$ cat src/rtl/pc_next_pkg.sv
// Shared types and defaults for the next-PC unit.
//   pc_state_t     : PC_RUN (no buffered redirect) / PC_HOLD (pending redirect valid)
//   DefaultPcInc   : default sequential increment
//   DefaultResetPc : default PC after reset
package pc_next_pkg;

  typedef enum logic {
    PC_RUN,
    PC_HOLD
  } pc_state_t;

  localparam int unsigned DefaultPcInc   = 4;
  localparam logic [31:0] DefaultResetPc = 32'h0000_0000;

endpackage

$ cat src/rtl/pc_next_unit_if.sv
// Bus between the pipeline control and the next-PC unit.
//   stall           : hold PC this cycle
//   redirect_valid  : per-source redirect request, index 0 highest priority
//   redirect_target : packed targets, source i at [i*XLEN +: XLEN]
//   pc              : current PC (registered)
//   pc_plus_four    : pc + increment
//   flush           : one-cycle pulse, pc was just loaded from a redirect
//   pending         : a redirect is buffered awaiting stall release
//   misalign        : one-cycle pulse, a misaligned target was rejected
//   bad_addr        : rejected target, valid while misalign is high
// master = pipeline side, slave = next-PC unit.
interface pc_next_unit_if #(
  parameter int unsigned XLEN    = 32,
  parameter int unsigned NUM_SRC = 4
);

  logic                      stall;
  logic [NUM_SRC-1:0]        redirect_valid;
  logic [NUM_SRC*XLEN-1:0]   redirect_target;
  logic [XLEN-1:0]           pc;
  logic [XLEN-1:0]           pc_plus_four;
  logic                      flush;
  logic                      pending;
  logic                      misalign;
  logic [XLEN-1:0]           bad_addr;

  modport master (
    output stall, redirect_valid, redirect_target,
    input  pc, pc_plus_four, flush, pending, misalign, bad_addr
  );

  modport slave (
    input  stall, redirect_valid, redirect_target,
    output pc, pc_plus_four, flush, pending, misalign, bad_addr
  );

endinterface

$ cat src/rtl/pc_prio_sel.sv
// Priority selector for redirect sources: lowest index with a valid request wins.
//   valid_i      : per-source request
//   target_i     : packed targets, source i at [i*XLEN +: XLEN]
//   sel_target_o : target of the winning source (0 when none valid)
//   live_valid_o : any source valid
//   sel_idx_o    : index of the winning source (0 when none valid)
module pc_prio_sel #(
  parameter int unsigned NUM_SRC = 4,
  parameter int unsigned XLEN    = 32,
  localparam int unsigned IdxW   = (NUM_SRC > 1) ? $clog2(NUM_SRC) : 1
) (
  input  logic [NUM_SRC-1:0]      valid_i,
  input  logic [NUM_SRC*XLEN-1:0] target_i,
  output logic [XLEN-1:0]         sel_target_o,
  output logic                    live_valid_o,
  output logic [IdxW-1:0]         sel_idx_o
);

  // Walk from the lowest priority upward so the lowest valid index is written last.
  always_comb begin
    sel_idx_o    = '0;
    sel_target_o = '0;
    for (int i = NUM_SRC - 1; i >= 0; i--) begin
      if (valid_i[i]) begin
        sel_idx_o    = IdxW'(i);
        sel_target_o = target_i[i*XLEN +: XLEN];
      end
    end
  end

  assign live_valid_o = |valid_i;

endmodule

$ cat src/rtl/pc_next_unit.sv
// Next-PC unit: owns the PC register, handles stalls, prioritised redirects,
// a pending-redirect buffer that carries a redirect across stall cycles, and
// a registered one-cycle flush pulse toward fetch/decode.
//   clk_i  : clock, all state updates on the rising edge
//   rst_i  : synchronous active-high reset
//   bus_io : pc_next_unit_if slave (stall/redirect in, pc/flush/pending/misalign out)
// Optional: define PC_MISALIGN_CHK_EN to reject targets with bits [1:0] != 0
// at load time (PC <- TRAP_VEC, misalign/bad_addr pulse). Without it,
// misalign and bad_addr stay 0 and TRAP_VEC has no effect.
module pc_next_unit
  import pc_next_pkg::*;
#(
  parameter int unsigned     XLEN     = 32,
  parameter int unsigned     NUM_SRC  = 4,
  parameter logic [XLEN-1:0] RESET_PC = XLEN'(DefaultResetPc),
  parameter int unsigned     PC_INC   = DefaultPcInc,
  parameter logic [XLEN-1:0] TRAP_VEC = '0
) (
  input logic            clk_i,
  input logic            rst_i,
  pc_next_unit_if.slave  bus_io
);

  localparam int unsigned IdxW = (NUM_SRC > 1) ? $clog2(NUM_SRC) : 1;

  pc_state_t       state_q;
  logic [XLEN-1:0] pc_q;
  logic [XLEN-1:0] pend_q;
  logic            flush_q;
  logic            misalign_q;
  logic [XLEN-1:0] bad_addr_q;

  logic [XLEN-1:0] sel_target;
  logic            live_valid;
  logic [IdxW-1:0] sel_idx;

  logic            load_en;
  logic [XLEN-1:0] load_target;
  logic            load_bad;
  logic [XLEN-1:0] pc_plus_inc;

  pc_prio_sel #(
    .NUM_SRC (NUM_SRC),
    .XLEN    (XLEN)
  ) u_prio_sel (
    .valid_i      (bus_io.redirect_valid),
    .target_i     (bus_io.redirect_target),
    .sel_target_o (sel_target),
    .live_valid_o (live_valid),
    .sel_idx_o    (sel_idx)
  );

  // Only the target matters here; the index is kept for debug visibility.
  logic unused_sel_idx;
  assign unused_sel_idx = ^sel_idx;

  assign pc_plus_inc = pc_q + XLEN'(PC_INC);

  // A redirect loads PC on any non-stalled cycle with a live request or a
  // buffered one; a live request on the release cycle beats the buffer.
  assign load_en     = !bus_io.stall && (live_valid || (state_q == PC_HOLD));
  assign load_target = live_valid ? sel_target : pend_q;

`ifdef PC_MISALIGN_CHK_EN
  assign load_bad = |load_target[1:0];
`else
  assign load_bad = 1'b0;
`endif

  always_ff @(posedge clk_i) begin
    if (rst_i) begin
      state_q    <= PC_RUN;
      pc_q       <= RESET_PC;
      pend_q     <= '0;
      flush_q    <= 1'b0;
      misalign_q <= 1'b0;
      bad_addr_q <= '0;
    end else begin
      flush_q    <= load_en;
      misalign_q <= load_en && load_bad;
      bad_addr_q <= (load_en && load_bad) ? load_target : '0;

      case (state_q)
        PC_RUN: begin
          if (bus_io.stall) begin
            if (live_valid) begin
              pend_q  <= sel_target;
              state_q <= PC_HOLD;
            end
          end else if (!live_valid) begin
            pc_q <= pc_plus_inc;
          end
        end
        PC_HOLD: begin
          if (bus_io.stall) begin
            // Newest redirect wins while still stalled.
            if (live_valid) begin
              pend_q <= sel_target;
            end
          end else begin
            pend_q  <= '0;
            state_q <= PC_RUN;
          end
        end
      endcase

      if (load_en) begin
        pc_q <= load_bad ? TRAP_VEC : load_target;
      end
    end
  end

  assign bus_io.pc           = pc_q;
  assign bus_io.pc_plus_four = pc_plus_inc;
  assign bus_io.flush        = flush_q;
  assign bus_io.pending      = (state_q == PC_HOLD);
  assign bus_io.misalign     = misalign_q;
  assign bus_io.bad_addr     = bad_addr_q;

endmodule

$ cat src/flat_wrapper.sv
// flat-port wrapper written by rule: the top's interface ports become plain ports
module pc_next_unit_flat import pc_next_pkg::*;
#(
  parameter int unsigned     XLEN     = 32,
  parameter int unsigned     NUM_SRC  = 4,
  parameter logic [XLEN-1:0] RESET_PC = XLEN'(DefaultResetPc),
  parameter int unsigned     PC_INC   = DefaultPcInc,
  parameter logic [XLEN-1:0] TRAP_VEC = '0
)
  (clk_i, rst_i, bus_io_stall, bus_io_redirect_valid, bus_io_redirect_target, bus_io_pc, bus_io_pc_plus_four, bus_io_flush, bus_io_pending, bus_io_misalign, bus_io_bad_addr);
  pc_next_unit_if #(.XLEN(XLEN), .NUM_SRC(NUM_SRC)) bus_io_i ();
  input logic clk_i;
  input logic rst_i;
  input wire logic [$bits(bus_io_i.stall)-1:0] bus_io_stall;
  input wire logic [$bits(bus_io_i.redirect_valid)-1:0] bus_io_redirect_valid;
  input wire logic [$bits(bus_io_i.redirect_target)-1:0] bus_io_redirect_target;
  output wire logic [$bits(bus_io_i.pc)-1:0] bus_io_pc;
  output wire logic [$bits(bus_io_i.pc_plus_four)-1:0] bus_io_pc_plus_four;
  output wire logic [$bits(bus_io_i.flush)-1:0] bus_io_flush;
  output wire logic [$bits(bus_io_i.pending)-1:0] bus_io_pending;
  output wire logic [$bits(bus_io_i.misalign)-1:0] bus_io_misalign;
  output wire logic [$bits(bus_io_i.bad_addr)-1:0] bus_io_bad_addr;
  assign bus_io_i.stall = bus_io_stall;
  assign bus_io_i.redirect_valid = bus_io_redirect_valid;
  assign bus_io_i.redirect_target = bus_io_redirect_target;
  assign bus_io_pc = bus_io_i.pc;
  assign bus_io_pc_plus_four = bus_io_i.pc_plus_four;
  assign bus_io_flush = bus_io_i.flush;
  assign bus_io_pending = bus_io_i.pending;
  assign bus_io_misalign = bus_io_i.misalign;
  assign bus_io_bad_addr = bus_io_i.bad_addr;
  pc_next_unit #(.XLEN(XLEN), .NUM_SRC(NUM_SRC), .RESET_PC(RESET_PC), .PC_INC(PC_INC), .TRAP_VEC(TRAP_VEC)) u_core (.clk_i(clk_i), .rst_i(rst_i), .bus_io(bus_io_i));
endmodule
$ cat config.mk
export PLATFORM = sky130hd
export DESIGN_NAME = pc_next_unit_flat
export DESIGN_NICKNAME = d
export VERILOG_FILES = /design/src/rtl/pc_next_pkg.sv /design/src/rtl/pc_next_unit_if.sv /design/src/rtl/pc_prio_sel.sv /design/src/rtl/pc_next_unit.sv /design/src/flat_wrapper.sv
export SDC_FILE = /design/constraint.sdc
export NUM_CORES = 1
export LEC_CHECK = 0
export BUFFER_PORTS_ARGS = -buffer_cell sky130_fd_sc_hd__buf_2
export CAP_MARGIN = 0
export CELL_PAD_IN_SITES_DETAIL_PLACEMENT = 1
export CELL_PAD_IN_SITES_GLOBAL_PLACEMENT = 1
export CORE_MARGIN = 2
export CORE_UTILIZATION = 32
export CTS_CLUSTER_SIZE = 25
export DETAILED_ROUTE_END_ITERATION = 8
export HOLD_SLACK_MARGIN = 0.1
export PLACE_DENSITY = 0.92
export REMOVE_ABC_BUFFERS = 1
export SYNTH_ARGS = -nofsm -noshare
export SYNTH_HDL_FRONTEND = slang
export SYNTH_SLANG_ARGS = --single-unit
$ cat constraint.sdc
create_clock -name clk_i -period 2.55 [get_ports clk_i]
set_clock_uncertainty 0.2 [all_clocks]
set_input_delay 0.1275 -clock clk_i [delete_from_list [all_inputs] [get_ports clk_i]]
set_output_delay 0.1275 -clock clk_i [all_outputs]
set_load 0.05 [all_outputs]
==> results of run 1 <==
## kinds of logic (layout without fill, tap and decap cells)
group | after synthesis | in the layout | synth area share (%)
other | 1 | 34 | 0.0799
and+or+nand+nor | 180 | 180 | 21.0
buffers and inverters | 103 | 300 | 11.9
DFF | 66 | 66 | 28.2
xor gates and xnor gates | 28 | 28 | 5.23
adders and majority gates | 1 | 1 | 0.267
muxes | 5 | 5 | 1.07
AOI/OAI and AO/OA | 213 | 213 | 32.3
## flip-flops by register name, indices dropped and copies added, names as in the netlist
| register | count |
|---|---|
| u_core.bus_io.pc | 32 |
| u_core.pend_q | 32 |
| u_core.bus_io.flush | 1 |
| u_core.bus_io.pending | 1 |
## cell usage after synthesis, drive strengths merged (3+ instances only)
cell type and count:
a22oi 13, a32o 4, dfxtp 66, a22o 18, a221oi 24, a221o 10, o221ai 5, o21a 9
mux2i 5, or4 6, a31oi 8, nand2 62, nor4 10, o2bb2ai 4, o22ai 23, and3 8
inv 10, o31ai 4, clkbuf 32, xnor2 20, nor3 13, buf 60, nor2 29, o21ai 42
nand4 19, a21oi 26, xor2 8, nand3 12, o32ai 3, nand2b 3, or3 4, o31a 4
a21o 4, and4 5
## worst register-to-register path, delay by kind of cell (launching register included)
kind,cells,cell delay (ns)
and+or+nand+nor,4,1.28
DFF,1,0.38
AOI/OAI and AO/OA,1,0.19
## metrics by stage
| stage | setup WS [ns] | instances | hold WS (ns) | instance area (sq um) |
|---|---|---|---|---|
| after floorplan | -0.493 | 537 | -0.00343 | 4300 |
| after global placement | 0.304 | 964 | 0.230 | 5870 |
| after detailed placement | 0.157 | 964 | 0.242 | 5870 |
| after CTS | 0.00418 | 1008 | 0.104 | 6450 |
| after global routing | -0.0231 | 1011 | 0.156 | 6510 |
| final | 0.0555 | 1011 | 0.0923 | 6510 |
## repair_timing
item | CTS | global route
hold endpoints to repair | 26 | 0
hold buffers | 28 | 0
setup endpoints to repair | 15 | 13
gates resized for setup | 13 | 18
setup buffers | 0 | 2
pin swaps | 1 | 2
## final timing paths
| path | from | to | slack [ns] | cells after the start |
|---|---|---|---|---|
| min | bus_io_redirect_target[35] | u_core.pend_q[3] | 0.09 | 4 |
| min reg2reg | u_core.pend_q[22] | u_core.pend_q[22] | 0.25 | 2 |
| max reg2reg | u_core.bus_io.pc[21] | u_core.bus_io.pc[29] | 0.43 | 5 |
| max | u_core.bus_io.pc[21] | bus_io_pc_plus_four[29] | 0.06 | 5 |
## report_power, final
| group | switching [uW] | internal [uW] |
|---|---|---|
| Sequential | 91.7 | 1110 |
| Clock | 471 | 681 |
| Combinational | 773 | 362 |
| Total | 1340 | 2160 |
## cell type report
class,instances,area [sq um]
Multi-Input combinational cell,460,2970
Sequential cell,66,1340
Tap cell,184,230
Timing Repair Buffer,273,1650
Clock buffer,13,250
Antenna cell,1,2.50
Clock inverter,3,15.0
Inverter,11,41.3
Fill cell,1824,7920
## layer usage
metal / up-vias / track usage, % / wire length, um
li1: 2651 / - / -
met1: 2807 / 32.4 / 8810
met2: 275 / 42.2 / 9950
met3: 39 / 4.11 / 1330
met4: 0 / 8.56 / 651
met5: - / 0 / 0
==> impl_metrics.csv, run 1 <==
group,metric,value,unit
floorplanning,start_util,32.5,%
setup_path,slowest_stage,"dfxtp_2",
layout,nets,957,
yosys,syn-cell-area,4690,sq um
clock_network,cts-htree-levels,3,
floorplanning,die_h,125,um
clock_network,clock_latency,0.34,ns
route,num_vias,5772,
route,avgRoutedWirePerCell,20.5,um
sta,finalSetupTns,0,ns
job,cap_viol_max_count,0,
global_routing,track_usage,25.0,%
setup_path,path_max_fanout,7,
clock_network,cts_buffers,9,
clock_network,path_clk_slew,0.06,ns
floorplanning,rows,44,
floorplanning,dieArea,15600,sq um
power,p_leak,0.00291,uW
setup_path,critPathMaxStageDelay,0.38,ns
clock_network,cts_buffer_depth,2,
yosys,synth_cell_types,65,
layout,final_cell_mix,"buf_2 (192), nand2_1 (62), dfxtp_1 (52), buf_4 (49), o21ai_0 (42)",
floorplanning,die_width,125,um
layout,post-route-util,45.1,%
global_routing,grt_pass1_vias,5669,
placement,port_buffers,200,
placement,hpwl,15200,um
clock_network,clock_sinks,66,
route,first_pass_iters,5,
setup_path,arrival,2.17,ns
setup_path,path_buf_inv,1,
yosys,avgSynthCellArea,7.86,sq um
sta,relSlewSlack,38.5,%
route,drc,0,
yosys,synth_top_area_share,28.2,%
sta,final_max_slew_viol_count,0,
clock_network,root_buffer,"clkbuf_16",
yosys,syn_inst,597,
placement,gp_congestion,0.884,
yosys,synthArstFlopShare,0,%
setup_path,worstPathRequired,2.22,ns
sta,final_hold_viol_count,0,
setup_path,cp_top_family,"simple AND/OR/NAND/NOR gates",
yosys,synth_seq_area_share,28.2,%
floorplanning,design.portCount,234,
yosys,synth_flop_cell,"dfxtp_1",
route,drtAntennaViolNets,0,
clock_network,cts_tree,"yes",
layout,final_common_cell,"buf_2",
route,wirelength,20700,um
yosys,synth-seq-cells,66,
power,ir_worst_vdd,0.316,mV
layout,syn2layout_area_growth,38.7,%
setup_path,critical_path_class,"flop to output pin",
yosys,synth_area_leaders,"dfxtp_1 (28%), buf_4 (5.9%), nand2_1 (5.0%)",
power,power_density,537,nW/um^2
sta,worstMarginPinSlew,0.919,ns
global_routing,grt_start_max_net_pins,35,
floorplanning,coreArea,14400,sq um
yosys,yosys.area.top_type,"dfxtp_1",
route,viasPerCell,5.71,
setup_path,cp-end-kind,"output pin",
yosys,synth-edff-count,0,
power,total_power,3490,uW
sta,final-setup-viol-count,0,
global_routing,gr-total-overflow,0,
hold_path,min_path_type,"input pin to flop",
sta,fmax,0.401,GHz
setup_path,startpoint_type,"flop",
sta,finalCritPeriodShare,97.8,%
route,drtIter0Drc,404,
sta,min_period,2.49,ns
global_routing,grt_pass1_wl,31500,um
setup_path,crit_chain,"and4_2, and2_1, nand4_1, xnor2_1, clkbuf_4",
yosys,yosysWarnings,0,
outcome,status,"finished clean",
global_routing,antenna_found_initial,1,
layout,layout-drive-gt1-share,35.5,%
No activity file was read; power rests on OpenSTA's default activity.
==> run 2, diff against run 1 <==
Settings changed: SETUP_SLACK_MARGIN set to 0.3.
==> run 2 against run 1 <==
Power is 2.6% higher. Die area unchanged. Critical path depth up 2. Non-clock buffer count is 40 higher. Critical path type unchanged. Highest routed layer unchanged. Cell count rose by 4.0%.
==> impl_metrics.csv, run 2 (synthesis gave the netlist of run 1 again) <==
group,metric,value,unit
clock_network,cts-htree-levels,3,
route,drc,0,
outcome,status,"finished clean",
floorplanning,dieArea,15600,sq um
power,pwr-share-seq,33.7,%
placement,port_buffers,200,
placement,hpwl,15200,um
route,wirelength,23200,um
global_routing,grt_pass1_vias,5887,
placement,gp_congestion,0.884,
sta,final_hold_viol_count,0,
placement,pre_cts_slack,0.157,ns
power,combPwrFrac,33.8,%
layout,post-route-util,49.0,%
setup_path,worstPathRequired,2.22,ns
hold_path,min_path_type,"input pin to flop",
sta,fmax,0.406,GHz
layout,seqCellArea,1390,sq um
power,p_clk_share,32.5,%
setup_path,cp_top_family,"simple AND/OR/NAND/NOR gates",
sta,worstMarginPinSlew,0.691,ns
setup_path,path_max_fanout,4,
setup_path,path_buf_inv,2,
clock_network,clock_latency,0.34,ns
sta,relSlewSlack,53.8,%
power,p_sw,1390,uW
layout,layout-drive-gt1-share,41.5,%
floorplanning,coreArea,14400,sq um
global_routing,grt_pass1_wl,33200,um
power,power_density,507,nW/um^2
sta,layout_setup_ws,0.0899,ns
route,viasPerCell,5.87,
clock_network,clock_sinks,66,
setup_path,critical_path_class,"flop to output pin",
setup_path,slowest_stage,"dfxtp_4",
global_routing,grt_start_max_net_pins,35,
route,avgRoutedWirePerCell,22.1,um
sta,final_max_slew_viol_count,0,
clock_network,cts_tree,"yes",
sta,finalCritPeriodShare,96.5,%
layout,syn2layout_area_growth,50.7,%
route,num_vias,6168,
global_routing,track_usage,26.5,%
sta,finalSetupTns,0,ns
power,ir_worst_vdd,0.336,mV
power,switching_share,38.8,%
setup_path,crit_chain,"ha_4, nand4_1, nor4_2, buf_4, nand4_1, xnor2_1, buf_4",
floorplanning,design.portCount,234,
clock_network,cts_buffer_depth,2,
layout,final_cell_mix,"buf_2 (184), buf_4 (87), nand2_1 (60), dfxtp_1 (44), o21ai_0 (42)",
clock_network,path_clk_slew,0.06,ns
setup_path,critPathMaxStageDelay,0.37,ns
layout,fill_cells,1807,
layout,multi_input_area,3130,sq um
setup_path,arrival,2.13,ns
global_routing,gr-total-overflow,0,
floorplanning,start_util,32.5,%
floorplanning,rows,44,
setup_path,startpoint_type,"flop",
clock_network,cts_buffers,9,
layout,final_common_cell,"buf_2",
global_routing,antenna_found_initial,1,
sta,rsz0062_at_grt,"yes",
clock_network,root_buffer,"clkbuf_16",
sta,final-setup-viol-count,0,
floorplanning,die_width,125,um
route,drtIter0Drc,577,
setup_path,cp-end-kind,"output pin",
sta,min_period,2.46,ns
power,p_leak,0.00323,uW
route,first_pass_iters,5,
job,cap_viol_max_count,0,
layout,nets,997,
floorplanning,die_h,125,um
power,intPower,2190,uW
route,drtAntennaViolNets,0,
[run 2: final timing paths]
| path | startpoint | endpoint | slack (ns) | cells past startpoint |
|---|---|---|---|---|
| min reg2reg | u_core.pend_q[31] | u_core.pend_q[31] | 0.26 | 2 |
| min | bus_io_redirect_target[115] | u_core.pend_q[19] | 0.11 | 4 |
| max reg2reg | u_core.bus_io.pc[17] | u_core.bus_io.pc[29] | 0.22 | 6 |
| max | u_core.bus_io.pc[2] | bus_io_pc_plus_four[22] | 0.09 | 7 |
[run 2: power by group through the flow]
stage	combinational, uW	clock (uW)	sequential (uW)
global route	1270	1210	1210
floorplan	508	0	1360
CTS	1140	1160	1190
finish	1210	1160	1210
global placement	1050	0	1210
detailed placement	1070	0	1210
[run 2: worst register-to-register path: stages (launching register included)]
cell and delay, ns:
dfxtp_4 0.39, and4_4 0.25, and3_2 0.30, nand4_1 0.20
buf_4 0.20, or4_1 0.47, a31oi_1 0.24
[run 2: layout make-up]
cell class,count,area share (%)
timing repair buffer,313,28.5
multi-input combinational,460,44.3
sequential,66,19.6
tap,184,3.26
clock inverter,3,0.212
antenna,1,0.0354
inverter,11,0.584
clock buffer,13,3.54
[run 2: stage by stage]
| step | total power [uW] | hold WS (ns) | std cells | area (sq um) |
|---|---|---|---|---|
| final | 3580 | 0.109 | 1051 | 7070 |
| after global routing | 3690 | 0.149 | 1051 | 7070 |
| after CTS | 3500 | 0.104 | 1028 | 6730 |
| after detailed placement | 2280 | 0.242 | 964 | 5870 |
| after global placement | 2260 | 0.230 | 964 | 5870 |
| after floorplan | 1870 | -0.00343 | 537 | 4300 |
[run 2: routing by layer]
| layer | vias up | share of wire (%) | global-route usage, % | wire, um |
|---|---|---|---|---|
| met5 | - | 0 | 0 | 0 |
| met4 | 0 | 3.9 | 9.02 | 902 |
| met3 | 75 | 7.1 | 3.81 | 1660 |
| met2 | 356 | 49 | 45.9 | 11400 |
| met1 | 3005 | 40 | 33.8 | 9270 |
| li1 | 2732 | - | - | - |
[run 2: repair_timing]
action | 4_1_cts | 5_1_grt
hold endpoints to repair | 26 | 0
gates cloned | 0 | 0
hold buffers | 29 | 0
buffers inserted | 19 | 22
resized for setup | 59 | 45
pin swaps | 18 | 28
endpoints found under the setup margin | 23 | 37
==> run 3, diff against run 2 <==
Settings changed: CORE_UTILIZATION 32 to 33, SYNTH_HIERARCHICAL set to 1.
==> run 3 against run 2 <==
Critical path depth unchanged. Sequential cell count is the same. Critical endpoint is now bus_io_pc_plus_four[25]. Via count grew 2.5%. Utilization shrank 0.20 points. Cell area increased by 5.0%. Combinational power is 6% higher. Fmax up 7.1%. Power up 5.1%. Wire length is 0.28% lower. Register-to-register slack better by 0.21 ns. Cell count rose by 2.9%.
==> impl_metrics.csv, run 3 <==
group,metric,value,unit
outcome,status,"finished clean",
yosys,syn_inst,653,
setup_path,slowest_stage,"dfxtp_4",
layout,final_cell_mix,"buf_2 (180), buf_4 (74), a21oi_1 (45), dfxtp_1 (42), o22ai_1 (36)",
setup_path,cp-end-kind,"output pin",
layout,post-route-util,48.8,%
clock_network,path_clk_slew,0.06,ns
floorplanning,rows,45,
route,avgRoutedWirePerCell,21.4,um
clock_network,clock_sinks,66,
clock_network,cts_tree,"yes",
power,power_density,507,nW/um^2
global_routing,grt_pass1_vias,6580,
global_routing,grt_start_max_net_pins,33,
sta,final_hold_viol_count,0,
yosys,syn-cell-area,5120,sq um
power,pwr-share-seq,32.1,%
global_routing,track_usage,26.7,%
power,ir_worst_vdd,0.334,mV
route,drtAntennaViolNets,0,
layout,final_cells,1081,
placement,port_buffers,200,
power,intPower,2300,uW
clock_network,clock_latency,0.34,ns
setup_path,critical_path_class,"flop to output pin",
floorplanning,die_h,129,um
setup_path,critPathMaxStageDelay,0.35,ns
sta,fin_hold_ws,0.0946,ns
sta,rsz0062_at_grt,"yes",
floorplanning,design.portCount,234,
layout,syn2layout_area_growth,45.0,%
power,combPwrFrac,34.0,%
power,p_leak,0.00344,uW
route,drc,0,
sta,finalSetupTns,0,ns
placement,gp_congestion,0.901,
setup_path,cp_top_family,"simple AND/OR/NAND/NOR gates",
yosys,avgSynthCellArea,7.84,sq um
route,drtIter0Drc,348,
placement,hpwl,15500,um
layout,nets,1024,
sta,final_max_slew_viol_count,0,
global_routing,gr-total-overflow,0,
route,num_vias,6323,
placement,placed_cells,1018,
layout,layout-drive-gt1-share,43.0,%
yosys,yosysWarnings,6,
global_routing,grt_pass1_wl,34500,um
setup_path,startpoint_type,"flop",
clock_network,cts-htree-levels,3,
sta,final-setup-viol-count,0,
hold_path,min_path_type,"input pin to flop",
layout,final_common_cell,"buf_2",
sta,finalCritPeriodShare,90.1,%
setup_path,path_max_fanout,6,
floorplanning,die_width,129,um
setup_path,crit_chain,"buf_6, nand4_4, nor4_4, buf_6, and3_4, xor2_1, buf_4",
power,switching_share,38.9,%
floorplanning,coreArea,15200,sq um
job,cap_viol_max_count,0,
route,first_pass_iters,4,
sta,worstMarginPinSlew,0.869,ns
clock_network,cts_buffers,9,
power,p_clk_share,33.9,%
route,wirelength,23200,um
layout,diodes,0,
floorplanning,dieArea,16500,sq um
setup_path,worstPathRequired,2.22,ns
global_routing,antenna_found_initial,0,
setup_path,path_buf_inv,3,
sta,fmax,0.435,GHz
route,viasPerCell,5.85,
sta,relSlewSlack,41.9,%
setup_path,arrival,1.97,ns
setup_path,crit_top_cell,"buf_6",
sta,min_period,2.30,ns
floorplanning,start_util,33.7,%
power,p_sw,1470,uW
clock_network,cts_buffer_depth,2,
clock_network,root_buffer,"clkbuf_16",
## run 3: cell count changes in the layout (fill, tap and decap cells not counted), sizes merged, moves of 7 or more
cell,change
nand3b,+7
nor2,+8
a22oi,+20
o21ai,-24
buf,-10
o22ai,+13
a21oi,+28
nand3,+11
nand4,-8
a221o,-10
a221oi,-24
nand2,-27
dlygate4sd3,-16
## run 3: area by class of cell
class | instances | area (sq um)
repair buffers | 288 | 1850
clock inverters | 7 | 70.1
well taps | 188 | 235
clock buffers | 9 | 225
multi-input cells | 505 | 3570
inverters | 18 | 71.3
fillers | 1878 | 7780
flip-flops and latches | 66 | 1390
## run 3: routing by layer
| layer | wire, um | global-route usage (%) |
|---|---|---|
| met3 | 1470 | 5.78 |
| met5 | 0 | 0 |
| met2 | 11900 | 49.0 |
| met1 | 8920 | 29.5 |
| met4 | 889 | 11.6 |
## run 3: final timing paths
kind	endpoint	slack, ns	depth (start not counted)	from
worst max-delay path	bus_io_pc_plus_four[25]	0.25	7	u_core/bus_io.pc[4]
worst min-delay path	u_core/pend_q[15]	0.09	5	bus_io_redirect_target[47]
worst max register to register	u_core/bus_io.pc[28]	0.43	7	u_core/bus_io.pc[5]
worst min register to register	u_core/pend_q[1]	0.28	1	u_core/pend_q[1]
## run 3: power by group through the flow
| stage | sequential [uW] | clock [uW] | combinational, uW |
|---|---|---|---|
| floorplan | 1360 | 0 | 598 |
| global placement | 1210 | 0 | 1130 |
| detailed placement | 1220 | 0 | 1150 |
| CTS | 1200 | 1280 | 1230 |
| global route | 1220 | 1340 | 1350 |
| finish | 1210 | 1270 | 1280 |
## run 3: tightest hold or removal path, stage by stage
cell     delay, ns
buf_2         0.08
o22ai_1       0.07
a21oi_2       0.13
a32oi_1       0.12
nor2_1        0.07
## run 3: timing repair
item | CTS | global route
endpoints found under the hold margin | 13 | 0
hold buffers | 14 | 0
pin swaps | 7 | 17
gates resized for setup | 82 | 65
cloned | 1 | 0
endpoints found under the setup margin | 24 | 22
buffers inserted | 18 | 15
## run 3: through the flow
| step | instance area (sq um) | setup slack, ns | total power, uW |
|---|---|---|---|
| final | 7420 | 0.252 | 3770 |
| after global routing | 7420 | 0.127 | 3910 |
| after CTS | 7070 | 0.267 | 3710 |
| after detailed placement | 6210 | 0.214 | 2370 |
| after global placement | 6210 | 0.306 | 2340 |
| after floorplan | 4640 | -1.35 | 1960 |
